`src/rtl/alu_arbiter.sv`:
```
// Two-requester front end for one shared 32-bit ALU. It arbitrates, registers the operands,
// executes for one cycle, then holds a tagged result until the consumer takes it.
module alu_arbiter #(
  parameter bit FIXED_PRIO = 1'b0,
  parameter int CNT_W      = 16
) (
  input  logic             clk,
  input  logic             reset_n,
  input  logic             r0_valid,
  output logic             r0_ready,
  input  logic [1:0]       r0_op,
  input  logic [31:0]      r0_a,
  input  logic [31:0]      r0_b,
  input  logic             r1_valid,
  output logic             r1_ready,
  input  logic [1:0]       r1_op,
  input  logic [31:0]      r1_a,
  input  logic [31:0]      r1_b,
  output logic             resp_valid,
  input  logic             resp_ready,
  output logic             resp_tag,
  output logic [31:0]      resp_result,
  output logic [3:0]       resp_flags,
  output logic             busy,
  output logic [CNT_W-1:0] op_count
);

  // state | meaning
  // IDLE  | waiting for a request; the only state in which a requester can be granted
  // EXEC  | ALU evaluates the registered operands; result captured at the end
  // RESP  | registered result held until resp_ready
  typedef enum logic [1:0] {IDLE, EXEC, RESP} stateT;

  stateT       state, nextState;
  logic        lastGrant, ownerReg;
  logic [1:0]  opReg;
  logic [31:0] aReg, bReg;
  logic        grant0, grant1, accept0, accept1;

  logic [31:0] bMod, sum, aluResult;
  logic        subtract, carryOut, overflow;
  logic [3:0]  aluFlags;

  // On a tie in round-robin mode, r1 wins only when r0 was the last requester granted.
  always_comb begin
    grant1   = r1_valid && (!r0_valid || (FIXED_PRIO == 1'b0 && lastGrant == 1'b0));
    grant0   = r0_valid && !grant1;
    r0_ready = (state == IDLE) && grant0;
    r1_ready = (state == IDLE) && grant1;
    accept0  = r0_valid && r0_ready;
    accept1  = r1_valid && r1_ready;
  end

  always_comb begin
    nextState = state;
    case (state)
      IDLE:    if (accept0 || accept1) nextState = EXEC;
      EXEC:    nextState = RESP;
      RESP:    if (resp_ready) nextState = IDLE;
      default: nextState = IDLE;
    endcase
  end

  always_ff @(posedge clk) begin
    if (!reset_n) state <= IDLE;
    else          state <= nextState;
  end

  // The shared ALU: one adder serves add/sub/slt, and its carry and overflow appear in the flags for every op.
  always_comb begin
    subtract             = opReg[1];
    bMod                 = subtract ? ~bReg : bReg;
    {carryOut, sum}      = {1'b0, aReg} + {1'b0, bMod} + {32'd0, subtract};
    overflow             = (aReg[31] == bMod[31]) && (sum[31] != aReg[31]);
    case (opReg)
      2'b00:   aluResult = sum;
      2'b01:   aluResult = aReg ^ bReg;
      2'b10:   aluResult = sum;
      default: aluResult = {31'd0, sum[31] ^ overflow};
    endcase
    aluFlags = {carryOut, overflow, aluResult[31], aluResult == 32'd0};
  end

  always_ff @(posedge clk) begin
    if (!reset_n) begin
      opReg       <= 2'b00;
      aReg        <= 32'd0;
      bReg        <= 32'd0;
      ownerReg    <= 1'b0;
      lastGrant   <= 1'b1;
      resp_valid  <= 1'b0;
      resp_tag    <= 1'b0;
      resp_result <= 32'd0;
      resp_flags  <= 4'd0;
      op_count    <= '0;
    end else begin
      if (accept0 || accept1) begin
        opReg     <= accept1 ? r1_op : r0_op;
        aReg      <= accept1 ? r1_a  : r0_a;
        bReg      <= accept1 ? r1_b  : r0_b;
        ownerReg  <= accept1;
        lastGrant <= accept1;
      end
      if (state == EXEC) begin
        resp_result <= aluResult;
        resp_flags  <= aluFlags;
        resp_tag    <= ownerReg;
        resp_valid  <= 1'b1;
      end
      if (state == RESP && resp_ready) begin
        resp_valid <= 1'b0;
        if (op_count != '1) op_count <= op_count + CNT_W'(1);
      end
    end
  end

  assign busy = (state != IDLE);

endmodule

```
`config.mk`:
```
export PLATFORM = sky130hd
export DESIGN_NAME = alu_arbiter
export DESIGN_NICKNAME = d
export VERILOG_FILES = /design/src/rtl/alu_arbiter.sv
export SDC_FILE = /design/constraint.sdc
export NUM_CORES = 1
export LEC_CHECK = 0
export ABC_AREA = 1
export BUFFER_PORTS_ARGS = -buffer_cell sky130_fd_sc_hd__clkbuf_2
export CAP_MARGIN = 20
export CORE_MARGIN = 3
export CORE_UTILIZATION = 40
export CTS_BUF_LIST = sky130_fd_sc_hd__clkbuf_16
export DETAILED_ROUTE_END_ITERATION = 8
export GPL_ROUTABILITY_DRIVEN = 1
export MAX_ROUTING_LAYER = met4
export PLACE_DENSITY_LB_ADDON = 0.12
export SYNTH_ARGS = -nofsm -noshare
export SYNTH_HDL_FRONTEND = slang
export SYNTH_SLANG_ARGS = --single-unit
```
`constraint.sdc`:
```
create_clock -name clk -period 2.9 [get_ports clk]
set_input_delay 0.725 -clock clk [delete_from_list [all_inputs] [get_ports clk]]
set_output_delay 0.725 -clock clk [all_outputs]
set_load 0.02 [all_outputs]
```
==> impl_metrics.csv <==
group,metric,value,unit
setup_path,crit_slowest_cell,"dfxtp_4",
sta,hold_slack,0.461,ns
yosys,netlist_instances,1343,
detailed_routing,dr.pass1.iters,5,
sta,fin_crit,2.83,ns
detailed_routing,wirelength,28700,µm
global_route,grt_pass1_vias,8500,
clock_tree,worst_skew_pair.late_latency,0.43,ns
detailed_routing,via_count,9146,
power,comb_power_share,42.4,%
setup_path,crit_type,"reg -> reg",
run_status,status,"finished, final reports clean",
detailed_routing,first_iter_violations,579,
layout,final_common_cell,"nand2_1",
yosys,seq_area_frac_synth,29.2,%
floorplanning,start_util,41.2,%
detailed_routing,drt-wirelength-per-cell,15.7,µm
detailed_routing,remaining_drc_errors,0,
clock_tree,cts-root-buf,"clkbuf_16",
power,p_leak,5.74,nW
global_route,grt_pass1_wl,43700,µm
global_route,grt_use_total,25.2,%
setup_path,start_kind,"register",
power,power_density,659,mW/mm²
power,p_sw_share,42.4,%
yosys,yosysWarnings,0,
sta,setup_viol,0,
place,postPlaceCellArea,0.00979,mm²
floorplanning,coreArea,0.0204,mm²
layout,layout_common_cells,"nand2_1, nor2_1, clkbuf_2",
clock_tree,cts_max_path_buffers,2,
global_route,overflow,0,
layout,areaGrowthSynthToFinish,29.9,%
power,ir_drop,0.340,mV
clock_tree,htreeDepth,4,
sta,rsz0062_at_grt,"yes",
layout,final.fill_count,2105,
layout,insertedDiodeCount,0,
yosys,syn_area_per_cell,6.27,µm²
power,seqPwrFrac,28.8,%
sta,worst_slew_pin_slew,0.888,ns
power,switching_power,3.06,mW
setup_path,arrival,3.17,ns
place,numPortBuffers,193,
sta,relSlewSlack,40.4,%
job,maxCapViolCount,0,
setup_path,cp_num_buf_inv,2,
clock_tree,cts_tree,"yes",
floorplanning,die_h,151,µm
floorplanning,dieWidth,151,µm
global_route,antenna_found_initial,0,
clock_tree,clock-sinks,123,
power,p_int,4.15,mW
yosys,synthesis.nets,1521,
detailed_routing,via_per_inst,4.99,
floorplanning,placementRows,52,
sta,finalClockSkew,0.0125,ns
sta,max_freq,0.354,GHz
floorplanning,io-pin-count,194,
detailed_routing,drtAntennaViolNets,0,
layout,design_area,0.0109,mm²
min_path,hold_path_depth,2,
setup_path,cp_top_family,"simple AND/OR/NAND/NOR gates",
setup_path,end_kind,"register",
setup_path,reg2regPathDepth,17,
sta,finalHoldViolCount,0,
sta,slew_violations,0,
setup_path,worstPathCellList,"buf_12 -> xor2_1 -> ha_1 -> nand2_1 -> nor2_2 -> nand2_1 -> nand2_1 -> inv_1 -> nand2_4 -> nand2_2 -> nand2_2 -> nand2_2 -> a21oi_4 -> nand3_1 -> nor2_1 -> nand3_1 -> a21oi_2",
clock_tree,cts_buffers,17,
setup_path,cp_num_cells,17,
clock_tree,ctsHoldBuffers,0,
global_route,grt_start_max_net_pins,97,
min_path,hold_path.class,"reg -> reg",
floorplanning,die-area,0.0228,mm²
setup_path,critPathRequiredTime,3.25,ns
sta,fin_crit_sh,97.4,%
place,gp_congestion,0.985,
yosys,synth.distinct_cells,34,
setup_path,crit_path_max_fanout,8,
yosys,synthesis.area,0.00842,mm²
layout,fin_nets,1727,
layout,final_layout_size_suffix_gt1_share,24.6,%
sta,setup_tns,0,ns
place,hpwl,22000,µm
yosys,ys_ff_latch,123,
setup_path,max_stage_delay,0.40,ns
clock_tree,clkTransAtPathRegs,0.06,ns
power,power_frac_clock,28.9,%
[layout make-up]
| class | count | area [µm²] | area share (%) |
|---|---|---|---|
| multi-input combinational | 967 | 5420 | 49.5 |
| sequential | 123 | 2470 | 22.5 |
| timing repair buffer | 237 | 1390 | 12.7 |
| inverter | 203 | 762 | 6.96 |
| clock buffer | 17 | 425 | 3.89 |
| tap | 270 | 338 | 3.09 |
| clock inverter | 15 | 145 | 1.33 |
[through the flow]
| stage | setup WS [ns] | utilization, % | power, mW | cells |
|---|---|---|---|---|
| CTS | 0.0519 | 50.7 | 6.91 | 1817 |
| floorplan | 0.270 | - | 3.86 | 1343 |
| global route | -0.154 | 53.6 | 7.69 | 1832 |
| finish | 0.0745 | 53.6 | 7.21 | 1832 |
| global placement | 0.0200 | 47.9 | 4.80 | 1785 |
| detailed placement | 0.0661 | 47.9 | 4.81 | 1785 |
[cell families after synthesis]
group,Yosys count,synth area share (%)
AOI/OAI and AO/OA,228,17.2
adders and majority gates,41,6.18
DFF,123,29.2
and+or+nand+nor,667,32.7
xor gates and xnor gates,31,3.22
buffers and inverters,253,11.4
[worst register-to-register path, delay by kind of cell, from the launching register on]
| kind | cells | cell delay, ns |
|---|---|---|
| compound gates | 2 | 0.32 |
| xor+xnor | 1 | 0.18 |
| fa+ha+maj | 1 | 0.37 |
| buf+inv | 2 | 0.25 |
| flops | 1 | 0.40 |
| simple gates | 11 | 1.23 |
[registers in the layout, summed over array words and instances, names as in the netlist]
signal,count
op_count,16
lastGrant,1
opReg,2
resp_valid,1
ownerReg,1
state,2
bReg,32
resp_result,31
resp_flags,4
resp_tag,1
aReg,32
[what timing repair did]
| item | 4_1_cts | 5_1_grt |
|---|---|---|
| setup buffers | 0 | 12 |
| endpoints found under the setup margin | 0 | 3 |
| gates resized for setup | 0 | 91 |
[Yosys cell counts, drive strengths merged]
| library cell | count | share of area [%] |
|---|---|---|
| ha | 40 | 5.9 |
| xnor2 | 1 | 0.10 |
| inv | 198 | 8.8 |
| o21a | 1 | 0.089 |
| nand3 | 69 | 4.2 |
| clkbuf | 39 | 1.7 |
| dfxtp | 123 | 29 |
| and2 | 2 | 0.15 |
| a21oi | 72 | 4.4 |
| clkinv | 5 | 0.22 |
| a211oi | 1 | 0.089 |
| o221ai | 67 | 7.0 |
| nor3 | 11 | 0.65 |
| buf | 11 | 0.64 |
| a31oi | 2 | 0.15 |
| fa | 1 | 0.24 |
| o21ai | 69 | 4.1 |
| o21bai | 2 | 0.18 |
| nand3b | 9 | 0.80 |
| and3 | 1 | 0.074 |
| a21boi | 1 | 0.089 |
| o211ai | 13 | 1.2 |
| nor2 | 245 | 11 |
| nand4 | 12 | 0.89 |
| xor2 | 30 | 3.1 |
| nand2 | 318 | 15 |
[routing by layer]
metal	vias to the layer above	part of all wire, %	track usage, %
met5	-	0	-
met4	0	1.9	7.71
met3	32	4.8	4.34
met2	255	47	41.1
met1	4098	46	32.1
li1	4761	-	-
[final timing paths]
check | startpoint | end | slack, ns
setup / recovery | opReg[1]$_SDFFE_PN0P_ | resp_flags[0]$_SDFFE_PN0N_ | 0.07
hold / removal | ownerReg$_SDFFE_PN0P_ | ownerReg$_SDFFE_PN0P_ | 0.46
setup reg to reg | opReg[1]$_SDFFE_PN0P_ | resp_flags[0]$_SDFFE_PN0N_ | 0.07
hold reg to reg | ownerReg$_SDFFE_PN0P_ | ownerReg$_SDFFE_PN0P_ | 0.46
[power by group through the flow]
stage	Combinational (mW)	Sequential (mW)	Clock, mW
after global routing	3.39	2.10	2.19
after detailed placement	2.72	2.09	0
final	3.05	2.07	2.08
after floorplan	1.75	2.12	0
after CTS	2.74	2.05	2.12
after global placement	2.71	2.09	0
No activity file was read; power rests on OpenSTA's default activity.
